## src/rtl/opc6_uart.sv

```systemverilog
// opc6 I/O-space UART: 8N1 TX/RX with small FIFOs, baud divisor
// and an active-low level interrupt.
module opc6_uart #(
   parameter logic [15:0] BASE_ADDR  = 16'hFE00,
   parameter int          FIFO_DEPTH = 4,
   parameter logic [15:0] DIV_RESET  = 16'd433
) (
   input  logic        clk,
   input  logic        reset,
   input  logic        clken,
   input  logic [15:0] address,
   input  logic [15:0] wdata,
   input  logic        rnw,
   input  logic        vio,
   output logic [15:0] rdata,
   output logic        int_b,
   output logic        txd,
   input  logic        rxd
);

   localparam int          PW   = $clog2(FIFO_DEPTH);
   localparam logic [PW:0] FULL = (PW+1)'(FIFO_DEPTH);

   typedef enum logic [1:0] {S_IDLE, S_START, S_DATA, S_STOP} st_e;

   logic          sel, acc;
   logic          wr_data, rd_data, rd_stat, wr_ctrl, wr_div;
   logic [1:0]    ctrl_q;
   logic [15:0]   div_q;
   logic          ovr_q, ovr_d, ferr_q, ferr_d, int_b_q, int_b_d;

   logic [7:0]    tx_mem [FIFO_DEPTH];
   logic [PW-1:0] tx_wp_q, tx_rp_q;
   logic [PW:0]   tx_cnt_q;
   logic          tx_push, tx_pop, tx_ne, tx_nf, tx_idle;

   logic [7:0]    rx_mem [FIFO_DEPTH];
   logic [PW-1:0] rx_wp_q, rx_rp_q;
   logic [PW:0]   rx_cnt_q;
   logic          rx_push, rx_pop, rx_ne, rx_nf;

   st_e           tx_st_q, rx_st_q;
   logic [15:0]   tx_tmr_q, rx_tmr_q;
   logic [2:0]    tx_bc_q, rx_bc_q;
   logic [7:0]    tx_sh_q, rx_sh_q;
   logic          txd_q, tx_tick, rx_tick;
   logic          rx_m_q, rx_s_q, rx_p_q;
   logic          rx_stop_smp, rx_good, rx_bad;

   assign sel     = vio && (address[15:2] == BASE_ADDR[15:2]);
   assign acc     = sel && clken;
   assign wr_data = acc && !rnw && (address[1:0] == 2'd0);
   assign rd_data = acc &&  rnw && (address[1:0] == 2'd0);
   assign rd_stat = acc &&  rnw && (address[1:0] == 2'd1);
   assign wr_ctrl = acc && !rnw && (address[1:0] == 2'd2);
   assign wr_div  = acc && !rnw && (address[1:0] == 2'd3);

   assign tx_ne   = tx_cnt_q != '0;
   assign tx_nf   = tx_cnt_q != FULL;
   assign rx_ne   = rx_cnt_q != '0;
   assign rx_nf   = rx_cnt_q != FULL;
   assign tx_tick = tx_tmr_q == 16'd0;
   assign rx_tick = rx_tmr_q == 16'd0;
   assign tx_idle = !tx_ne && (tx_st_q == S_IDLE);

   // Shifter reloads straight from STOP so back-to-back bytes have no gap
   assign tx_pop  = tx_ne &&
                    ((tx_st_q == S_IDLE) || (tx_st_q == S_STOP && tx_tick));
   assign tx_push = wr_data && tx_nf;

   assign rx_stop_smp = (rx_st_q == S_STOP) && rx_tick;
   assign rx_good     = rx_stop_smp && rx_s_q;
   assign rx_bad      = rx_stop_smp && !rx_s_q;
   assign rx_push     = rx_good && rx_nf;
   assign rx_pop      = rd_data && rx_ne;

   assign ovr_d   = (rx_good && !rx_nf) || (ovr_q && !rd_stat);
   assign ferr_d  = rx_bad || (ferr_q && !rd_stat);
   assign int_b_d = !((ctrl_q[0] && rx_ne) || (ctrl_q[1] && !tx_ne));

   always_comb begin
      rdata = 16'h0000;
      if (sel) begin
         unique case (address[1:0])
            2'd0: rdata = {8'h00, rx_ne ? rx_mem[rx_rp_q] : 8'h00};
            2'd1: rdata = {11'd0, ferr_q, tx_idle, ovr_q, tx_nf, rx_ne};
            2'd2: rdata = {14'd0, ctrl_q};
            2'd3: rdata = div_q;
         endcase
      end
   end

   always_ff @(posedge clk or posedge reset) begin
      if (reset) begin
         ctrl_q  <= 2'b00;
         div_q   <= DIV_RESET;
         ovr_q   <= 1'b0;
         ferr_q  <= 1'b0;
         int_b_q <= 1'b1;
      end else begin
         if (wr_ctrl) ctrl_q <= wdata[1:0];
         if (wr_div)  div_q  <= (wdata < 16'd2) ? 16'd1 : wdata;
         ovr_q   <= ovr_d;
         ferr_q  <= ferr_d;
         int_b_q <= int_b_d;
      end
   end

   always_ff @(posedge clk) begin
      if (tx_push) tx_mem[tx_wp_q] <= wdata[7:0];
      if (rx_push) rx_mem[rx_wp_q] <= rx_sh_q;
   end

   always_ff @(posedge clk or posedge reset) begin
      if (reset) begin
         tx_wp_q  <= '0;
         tx_rp_q  <= '0;
         tx_cnt_q <= '0;
         rx_wp_q  <= '0;
         rx_rp_q  <= '0;
         rx_cnt_q <= '0;
      end else begin
         if (tx_push) tx_wp_q <= tx_wp_q + 1'b1;
         if (tx_pop)  tx_rp_q <= tx_rp_q + 1'b1;
         tx_cnt_q <= tx_cnt_q + {{PW{1'b0}}, tx_push}
                              - {{PW{1'b0}}, tx_pop};
         if (rx_push) rx_wp_q <= rx_wp_q + 1'b1;
         if (rx_pop)  rx_rp_q <= rx_rp_q + 1'b1;
         rx_cnt_q <= rx_cnt_q + {{PW{1'b0}}, rx_push}
                              - {{PW{1'b0}}, rx_pop};
      end
   end

   always_ff @(posedge clk or posedge reset) begin
      if (reset) begin
         tx_st_q  <= S_IDLE;
         tx_tmr_q <= 16'd0;
         tx_bc_q  <= 3'd0;
         tx_sh_q  <= 8'h00;
         txd_q    <= 1'b1;
      end else begin
         unique case (tx_st_q)
            S_IDLE: begin
               txd_q <= 1'b1;
               if (tx_pop) begin
                  tx_st_q  <= S_START;
                  tx_sh_q  <= tx_mem[tx_rp_q];
                  tx_tmr_q <= div_q;
                  txd_q    <= 1'b0;
               end
            end
            S_START: begin
               if (tx_tick) begin
                  tx_st_q  <= S_DATA;
                  tx_bc_q  <= 3'd0;
                  tx_tmr_q <= div_q;
                  txd_q    <= tx_sh_q[0];
               end else begin
                  tx_tmr_q <= tx_tmr_q - 16'd1;
               end
            end
            S_DATA: begin
               if (tx_tick) begin
                  tx_tmr_q <= div_q;
                  if (tx_bc_q == 3'd7) begin
                     tx_st_q <= S_STOP;
                     txd_q   <= 1'b1;
                  end else begin
                     tx_bc_q <= tx_bc_q + 3'd1;
                     tx_sh_q <= {1'b0, tx_sh_q[7:1]};
                     txd_q   <= tx_sh_q[1];
                  end
               end else begin
                  tx_tmr_q <= tx_tmr_q - 16'd1;
               end
            end
            S_STOP: begin
               if (tx_tick) begin
                  if (tx_pop) begin
                     tx_st_q  <= S_START;
                     tx_sh_q  <= tx_mem[tx_rp_q];
                     tx_tmr_q <= div_q;
                     txd_q    <= 1'b0;
                  end else begin
                     tx_st_q <= S_IDLE;
                  end
               end else begin
                  tx_tmr_q <= tx_tmr_q - 16'd1;
               end
            end
         endcase
      end
   end

   // rx_p_q holds the previous synchronised level for edge detection
   always_ff @(posedge clk or posedge reset) begin
      if (reset) begin
         rx_m_q   <= 1'b1;
         rx_s_q   <= 1'b1;
         rx_p_q   <= 1'b1;
         rx_st_q  <= S_IDLE;
         rx_tmr_q <= 16'd0;
         rx_bc_q  <= 3'd0;
         rx_sh_q  <= 8'h00;
      end else begin
         rx_m_q <= rxd;
         rx_s_q <= rx_m_q;
         rx_p_q <= rx_s_q;
         unique case (rx_st_q)
            S_IDLE: begin
               if (rx_p_q && !rx_s_q) begin
                  rx_st_q  <= S_START;
                  rx_tmr_q <= (div_q - 16'd1) >> 1;
               end
            end
            S_START: begin
               if (rx_tick) begin
                  rx_st_q  <= rx_s_q ? S_IDLE : S_DATA;
                  rx_bc_q  <= 3'd0;
                  rx_tmr_q <= div_q;
               end else begin
                  rx_tmr_q <= rx_tmr_q - 16'd1;
               end
            end
            S_DATA: begin
               if (rx_tick) begin
                  rx_sh_q  <= {rx_s_q, rx_sh_q[7:1]};
                  rx_tmr_q <= div_q;
                  if (rx_bc_q == 3'd7) rx_st_q <= S_STOP;
                  else                 rx_bc_q <= rx_bc_q + 3'd1;
               end else begin
                  rx_tmr_q <= rx_tmr_q - 16'd1;
               end
            end
            S_STOP: begin
               if (rx_tick) rx_st_q  <= S_IDLE;
               else         rx_tmr_q <= rx_tmr_q - 16'd1;
            end
         endcase
      end
   end

   assign txd   = txd_q;
   assign int_b = int_b_q;

endmodule
```

## config.mk

```make
export PLATFORM = sky130hd
export DESIGN_NAME = opc6_uart
export DESIGN_NICKNAME = d
export VERILOG_FILES = /design/src/rtl/opc6_uart.sv
export SDC_FILE = /design/constraint.sdc
export NUM_CORES = 1
export LEC_CHECK = 0
export CORE_MARGIN = 4
export CORE_UTILIZATION = 40
export DETAILED_ROUTE_END_ITERATION = 6
export SYNTH_ARGS = -nofsm -noshare
export SYNTH_HDL_FRONTEND = slang
export SYNTH_SLANG_ARGS = --single-unit
```

## constraint.sdc

```tcl
create_clock -name clk -period 6.6 [get_ports clk]
set_input_delay 1.32 -clock clk [delete_from_list [all_inputs] [get_ports clk]]
set_output_delay 1.32 -clock clk [all_outputs]
set_load 0.02 [all_outputs]
```

# --- Word level (Yosys, flattened, before mapping) ---
# Memories as Yosys holds them, arrays and structs flattened.
# Cells that the tools add are included.
totals:
  output_inout_bits: 18
  ram_bits: 64
  mem_count: 2
  ff_bits: 97
mem_list:
  columns: ["memory", "words", "word_bits", "read_ports", "rd_clocked_by_memory_dff", "write_ports", "line", "rtl"]
  rows:
  - ["rx_mem", 4, 8, 1, 0, 1, "37", "logic [7:0] rx_mem [FIFO_DEPTH];"]
  - ["tx_mem", 4, 8, 1, 0, 1, "32", "logic [7:0] tx_mem [FIFO_DEPTH];"]
op_classes:
  mux: 50
  n_reduce_logical: 54
  n_addsub: 13
  magnitude_cmp: 1
  n_eq_ne: 28
op_table:
  columns: ["operator", "n"]
  rows:
  - ["16-bit 2-to-1 mux", 8]
  - ["16-bit case mux with 3 select lines", 2]
  - ["16-bit case mux with 4 select lines", 1]
  - ["16-bit by 1-bit subtractor with 16-bit output (second input constant)", 3]
  - ["8-bit 2-to-1 mux", 5]
  - ["16-bit logical NOT", 2]
  - ["2-bit inequality test (second input constant)", 14]
  - ["1-bit logical AND", 24]
  - ["8-bit case mux with 3 select lines", 1]
  - ["2-bit 2-to-1 mux", 11]
  - ["3-bit 2-to-1 mux", 6]
  - ["16-bit by 2-bit less-than comparator with 1-bit output (second input constant)", 1]
  - ["2-bit case mux with 4 select lines", 2]
  - ["4-bit AND reduction", 4]
  - ["14-bit equality test (second input constant)", 1]
  - ["2-bit equality test (second input constant)", 6]
  - ["3-bit case mux with 2 select lines", 2]
  - ["1-bit 2-to-1 mux", 11]
  - ["5-bit AND reduction", 2]
  - ["3-bit nonzero test", 3]
  - ["2-bit by 1-bit adder with 2-bit output (second input constant)", 4]
  - ["3-bit by 1-bit adder with 3-bit output", 2]
  - ["3-bit by 1-bit adder with 3-bit output (second input constant)", 2]
  - ["2-bit by 1-bit equality test with 1-bit output (second input constant)", 3]
  - ["other kinds (10)", 26]

# --- Depth between registers and ports, before layout ---
# Gate-level depths: netlist of the first run.
depth:
  word_depth: 8
  mapped_depth: 15
  mapped_depth_nobuf: 14

# --- Worst setup path after synthesis of the first run ---
# No wires, ideal clock.
synth_path:
  path_type: "input -> output"
  from: "in address[3]"
  to: "out rdata[1]"
  path_buffers: 1
  setup_slack_ns: 2.134
  path_stages: 4
  arrival_time_ns: 3.146
  required_ns: 5.280
  path_cell_list: "or4_1 or4_4 clkbuf_1 a211oi_1"
synth_between:
  elab_chain_cells: 3
synth_rtl:
  columns: ["item", "line", "rtl"]
  rows:
  - ["start, declared", "11", "input logic [15:0] address,"]
  - ["14-bit equality test", "50", "assign sel = vio && (address[15:2] == BASE_ADDR[15:2]);"]
  - ["1-bit logical AND", "50", null]
  - ["16-bit 2-to-1 mux", "83", "if (sel) begin"]
  - ["end, declared", "15", "output logic [15:0] rdata,"]
# Every way passes these cells.

# --- Worst setup path in the final report of the first run ---
layout_path:
  from: "in address[3]"
  to: "out rdata[8]"
# Same word-level chain as after synthesis.

==> out/metrics.csv, run 1 <==
metric,value,unit
status,"complete, no violations",
Synth Instances,777,
Fin. Hold Viols,0,
final wirelength,21.1,mm
DRT iter0 DRCs,616,
global route total overflow,0,
first-pass GRT wire length,34.6,mm
top-level I/O count,56,
Worst Setup Start Kind,primary input,
Worst Slack Setup Final,1.17,ns
hold path depth,0,
min Tclk post-route,5.43,ns
synthesis-to-finish area growth,15.1,%
Die X,157,um
antenna violations before repair,0,
full die area,24600,um2
Routed Antenna Nets,0,
"Power, Total",4.04,mW
CTS tree,done,
drc violations,0,
deepest clock path buffer count,2,
Pleak,4.00,nW
Slew Limit Fails,0,
synthesized area per cell,11.4,um2
clock power share,24.6,%
routed vias/inst,5.82,
worst vdd ir,0.174,mV
Slew HR,25.9,%
GRT Util Overall,17.8,%
Post-CTS Setup Repair Bufs,0,
Clock Skew,0.00875,ns
sequential element share of the synthesized area,49.3,%
Post-CTS Hold Buffers,0,
critical path arrival,4.11,ns
Pwr Density,397,nW/um2
Psw,1.57,mW
switching share of power,38.9,%
clock latency on the worst-skew pair,0.43,ns
share of cells above drive strength 1,15.7,%
"setup slack, reg-to-reg",2.85,ns
post-layout net count,872,
Worst Path Max Fanout,13,
Final Cycle Share,82.3,%
Synth Flop Type,dfrtp_1,
Syn Nets,846,
die height,157,um
unique cell type count in the Yosys netlist,79,
Avg WL per Cell,19.2,um
Worst Path Required,5.28,ns
Max-Cap Viols,0,
H-tree depth,4,
register area,4360,um2
Place WS,1.13,ns
Post-synth EDFFs,64,
root buffer cell,clkbuf_16,
CTS resizes,0,
Sequential Power Share,34.8,%
HP Class,flip-flop to flip-flop,
Num CTS Buffers,17,
internal power,2.47,mW
reg-to-reg startpoint,rx_tmr_q[3],
vias in the first global route,6186,
reg-to-reg endpoint,rx_cnt_q[2],
Initial Util,40.5,%
largest net degree at the start of global routing,70,
fill cell count,1994,
Synth Cell Area,8850,um2
FP Rows,54,
final setup vio count,0,
total iterations of the first detailed-routing run,5,
DR vias,6383,
Diodes inserted,0,
async set-reset flop share out of synthesis,60.2,%
core area,21800,um2
post-DP HPWL,14.5,mm
Logic pwr share,40.6,%
Crit. End Element,output pin,
PortBufs,55,
end of the worst hold path,rx_s_q,
GPL Wtd Cong,0.838,
"Clk pin slew, worst setup/hold paths",0.06,ns
CTS sink count,161,
Synth Warn #,0,
Peak Freq,184,MHz
Setup CP Type,primary input to output pin,
area of the multi-input gates,4180,um2
TNS Setup,0,ns
Worst Tran Pin Value,1.10,ns
Hold Startpoint,rx_m_q,
Register-to-Register Path Depth,12,
RSZ-0062 raised after global routing,false,
#FFs+latches synth,161,
==> cell type report <==
cell class	count	share of cell area [%]
inverters	30	1.13
clock buffers	17	4.18
clock inverters	15	1.65
well taps	280	3.44
flip-flops and latches	161	42.8
repair buffers	59	5.70
multi-input cells	534	41.1
==> layout by cell type (no fill, tap or decap), types with 4 or more instances in the layout <==
master,Yosys,routed
nor3b_1,7,7
nand3_1,22,22
ha_1,29,29
o211ai_1,6,6
a22oi_1,10,10
dfrtp_1,87,87
nor4_1,16,16
clkbuf_16,0,17
a21oi_1,31,31
xor2_1,16,16
o21ai_0,36,36
buf_4,0,4
mux4_2,16,16
dfstp_2,10,10
a211oi_1,4,4
and3_1,5,5
o22ai_1,8,8
mux2i_1,10,10
inv_6,0,6
nand2b_1,4,4
clkdlybuf4s50_1,0,55
nand2_1,32,32
nor2_1,37,37
mux2_2,46,46
nor3_1,27,26
a22o_1,13,13
edfxtp_1,64,64
and2_1,23,23
a21o_1,5,5
o211a_1,5,5
xnor2_1,19,19
nor2b_1,10,10
or4_1,6,6
inv_1,30,29
nand4_1,11,11
o21a_1,4,4
==> layer usage <==
metal  wire, um  global-route usage, %  up-vias  part of all wire [%]
li1           -                      -     2977                     -
met1       9800                   25.1     3232                    46
met2      10200                   28.4      156                    49
met3        789                   3.57       18                   3.7
met4        269                   4.42        0                   1.3
met5          0                      0        -                     0
==> worst max-delay path by stage <==
| stage | startpoint | end | slack [ns] | depth (start not counted) |
|---|---|---|---|---|
| final | address[3] | rdata[8] | 1.17 | 6 |
| after global routing | address[4] | rdata[8] | 0.99 | 6 |
| after floorplan | address[3] | rdata[1] | 2.13 | 4 |
| after CTS | address[3] | rdata[9] | 1.13 | 6 |
| after detailed placement | address[3] | rdata[9] | 1.13 | 6 |
| after global placement | address[3] | rdata[9] | 1.14 | 6 |
==> cell families (layout without fill, tap and decap cells) <==
logic type | after synthesis | in the layout | share of synthesized area (%)
AOI/OAI and AO/OA | 168 | 168 | 13.2
xor gates and xnor gates | 35 | 35 | 3.46
adders and majority gates | 31 | 31 | 4.55
buffers and inverters | 82 | 121 | 3.49
DFF | 161 | 161 | 49.3
muxes | 74 | 74 | 11.4
and+or+nand+nor | 226 | 226 | 14.6
==> synth_stat cells, types with 3 or more instances <==
cell type	count	area (um2)
nor3b_1	7	52.6
o221ai_1	3	26.3
nor4_1	16	100
o21ai_0	36	180
nand4_1	11	68.8
o22a_1	3	26.3
nand3_1	22	110
a22oi_1	10	75.1
and3_1	5	31.3
ha_1	29	363
a21boi_0	3	22.5
o31ai_1	3	22.5
clkbuf_1	48	180
a22o_1	13	114
nand2_1	32	120
nor2_1	37	139
inv_1	30	113
nor2b_1	10	62.6
mux4_2	16	360
nand4b_1	3	26.3
a32oi_1	3	26.3
mux2_2	46	518
xor2_1	16	140
o211a_1	5	50.1
a211oi_1	4	30.0
buf_1	3	11.3
edfxtp_1	64	1920
dfstp_2	10	263
or3_1	3	18.8
a31oi_1	3	18.8
nor3_1	27	135
a21o_1	5	37.5
o22ai_1	8	50.1
and2_1	23	144
or4_1	6	45.0
a21oi_1	31	155
o221a_2	3	33.8
dfrtp_1	87	2180
nor4b_1	3	26.3
o21a_1	4	30.0
a221o_1	3	30.0
nand2b_1	4	25.0
mux2i_1	10	100
o211ai_1	6	45.0
xnor2_1	19	166
==> power groups by stage <==
stage               registers [mW]  clock network [mW]  logic [mW]
floorplan                     1.33                   0        1.33
global placement              1.42                   0        1.60
detailed placement            1.42                   0        1.63
CTS                           1.40                1.02        1.63
global route                  1.43                1.06        1.82
finish                        1.41               0.995        1.64
==> critical path: stages <==
cell and delay [ns]:
clkdlybuf4s50_1 0.39, or4_1 0.51, or4_4 0.67, nor2_1 0.42, and2_1 0.19, clkdlybuf4s50_1 0.60
==> through the flow <==
step / area, um2 / cells / utilization [%] / hold WS (ns)
floorplan: 8850 / 777 / - / 0.345
global placement: 9590 / 1064 / 43.9 / 0.346
detailed placement: 9590 / 1064 / 43.9 / 0.348
CTS: 10200 / 1096 / 46.7 / 0.357
global route: 10200 / 1096 / 46.7 / 0.366
finish: 10200 / 1096 / 46.7 / 0.355
==> registers in the layout, indices dropped and copies added, names as in the netlist, 3 cells and up, named ones only <==
register	cells
div_q	16
rx_bc_q	3
rx_cnt_q	3
rx_mem	32
rx_sh_q	8
rx_tmr_q	16
tx_bc_q	3
tx_cnt_q	3
tx_mem	32
tx_sh_q	8
tx_tmr_q	16
No activity file was read; power rests on OpenSTA's default activity.
==> run 2, diff against run 1 <==
- clock period: 6.6 -> 5.3 ns (I/O delays scaled with it)
==> run 2 against run 1 <==
Clock skew rose by 0.00098 ns. Critical path depth unchanged. Power is 23% higher. Via count fell by 0.86%. Sequential share of layout area about the same. First-iteration DRC count is 19% lower. Non-clock buffer count up 5. Worst setup slack got worse by 0.69 ns. Die area unchanged. Clock power is 18% higher. Core utilization barely moved. Highest routed layer unchanged.
==> out/metrics.csv, run 2 (synthesis results as in run 1) <==
metric,value,unit,change
PortBufs,55,,unchanged
clock power share,23.6,%,-1.0 points
"setup slack, reg-to-reg",1.59,ns,-1.26 ns
worst path cell trace,clkdlybuf4s50_1 > or4_1 > or4_4 > nor2_1 > and2_1 > clkdlybuf4s50_1,,
total iterations of the first detailed-routing run,5,,unchanged
DRT iter0 DRCs,500,,-19%
top-level I/O count,56,,unchanged
drc violations,0,,unchanged
first-pass GRT wire length,34.6,mm,about the same
vias in the first global route,6349,,+2.6%
deepest clock path buffer count,2,,unchanged
status,"complete, no violations",,
"Power, Total",4.97,mW,+23%
Worst Tran Pin Value,1.03,ns,-0.0747 ns
post-layout net count,877,,+0.57%
Avg WL per Cell,19.2,um,-0.35%
die height,157,um,unchanged
Num CTS Buffers,17,,unchanged
Die X,157,um,unchanged
CTS tree,done,,
CTS resizes,0,,unchanged
Initial Util,40.5,%,unchanged
global route total overflow,0,,unchanged
full die area,24600,um2,unchanged
min Tclk post-route,4.82,ns,
share of cells above drive strength 1,16.0,%,+0.27 points
final wirelength,21.1,mm,+0.10%
fill cell count,1998,,+0.20%
core area,21800,um2,unchanged
worst hold slack,0.357,ns,+0.00163 ns
CP max-delay cell,or4_4,,
Logic pwr share,41.2,%,+0.6 points
Pwr Density,488,nW/um2,+23%
Register-to-Register Path Depth,12,,unchanged
antenna violations before repair,0,,unchanged
"Clk pin slew, worst setup/hold paths",0.06,ns,about the same
GPL Wtd Cong,0.802,,-4.3%
Max-Cap Viols,0,,unchanged
Routed Antenna Nets,0,,unchanged
"commonest non-fill, non-tap cells in the layout","87 x dfrtp_1, 64 x edfxtp_1, 55 x clkdlybuf4s50_1, 46 x mux2_2, 37 x nor2_1",,
Diodes inserted,0,,unchanged
Clock Skew,0.00974,ns,+0.000982 ns
biggest regs,"rx_mem x32, tx_mem x32",,
Fin. Hold Viols,0,,unchanged
"most common cell after layout, fill and taps aside",dfrtp_1,,
post-DP HPWL,14.6,mm,+0.48%
Psw,1.95,mW,+24%
Peak Freq,208,MHz,
hold path depth,0,,unchanged
CTS sink count,161,,unchanged
Slew HR,30.8,%,+4.9 points
largest net degree at the start of global routing,73,,+4.3%
root buffer cell,clkbuf_16,,
Pleak,4.00,nW,about the same
internal power,3.02,mW,+23%
Worst Setup Start Kind,primary input,,
H-tree depth,4,,unchanged
TNS Setup,0,ns,unchanged
reg-to-reg startpoint,rx_tmr_q[6],,
clock latency on the worst-skew pair,0.43,ns,about the same
end of the worst hold path,rx_s_q,,
synthesis-to-finish area growth,15.0,%,about the same
RSZ-0062 raised after global routing,false,,
Crit. End Element,output pin,,
CP most frequent cell,clkdlybuf4s50_1,,
Sequential Power Share,35.3,%,+0.5 points
GRT Util Overall,17.9,%,+0.096 points
CP max stage delay,0.60,ns,-0.07 ns
switching share of power,39.1,%,+0.21 points
HP Class,flip-flop to flip-flop,,
Worst Path Required,4.24,ns,-1.04 ns
reg-to-reg endpoint,rx_cnt_q[2],,
Post-CTS Setup Repair Bufs,0,,unchanged
DR vias,6328,,-0.86%
critical path arrival,3.76,ns,-0.35 ns
Hold Startpoint,rx_m_q,,
Setup CP Type,primary input to output pin,,
Slew Limit Fails,0,,unchanged
Worst Path Max Fanout,8,,-5
Final Cycle Share,90.9,%,
final setup vio count,0,,unchanged
routed vias/inst,5.75,,-1.3%
FP Rows,54,,unchanged
Post-CTS Hold Buffers,0,,unchanged
worst vdd ir,0.255,mV,+46%
## run 2: changes by cell type in the layout (fill, tap and decap cells not counted), sizes merged
cell / before / now
buf: 4 / 9
clkbuf: 17 / 19
clkinv: 5 / 3
bufinv: 1 / 0
clkinvlp: 0 / 1
## run 2: final cells by class
class,instances,area [um2],share of cell area [%]
Clock inverter,13,116,1.14
Clock buffer,19,433,4.25
Tap cell,280,350,3.44
Sequential cell,161,4360,42.9
Inverter,30,115,1.13
Multi-Input combinational cell,534,4180,41.1
Timing Repair Buffer,64,618,6.07
## run 2: critical path, delay by kind of cell
| family | cells | cell delay [ns] |
|---|---|---|
| buffers and inverters | 2 | 0.99 |
| AND/OR/NAND/NOR | 4 | 1.70 |
## run 2: worst max path at each step
stage	start	slack, ns	cells after the start	to
floorplan	address[3]	1.18	12	tx_cnt_q[2]
global placement	address[3]	0.44	6	rdata[9]
detailed placement	address[3]	0.43	6	rdata[9]
CTS	address[3]	0.43	6	rdata[9]
global route	address[3]	0.33	6	rdata[10]
finish	address[3]	0.48	6	rdata[10]
## run 2: per-layer routing
layer	GRT usage (%)	share of wire [%]	routed length, um	up-vias
li1	-	-	-	2996
met1	24.5	45	9560	3133
met2	29.0	49	10400	162
met3	3.68	4.0	851	37
met4	4.96	1.7	352	0
met5	0	0	0	-
## run 2: power by group through the flow
stage / combinational (mW) / sequential, mW / clock, mW
after floorplan: 1.66 / 1.65 / 0
after global placement: 2.01 / 1.77 / 0
after detailed placement: 2.02 / 1.77 / 0
after CTS: 2.04 / 1.75 / 1.19
after global routing: 2.27 / 1.79 / 1.26
final: 2.05 / 1.75 / 1.17
## run 2: per-stage QoR
step                setup slack (ns)  area (um2)  cells  utilization [%]
floorplan                       1.18        8850    777                -
global placement               0.442        9630   1069             44.1
detailed placement             0.432        9630   1069             44.1
CTS                            0.426       10200   1101             46.6
global route                   0.325       10200   1101             46.6
finish                         0.485       10200   1101             46.6
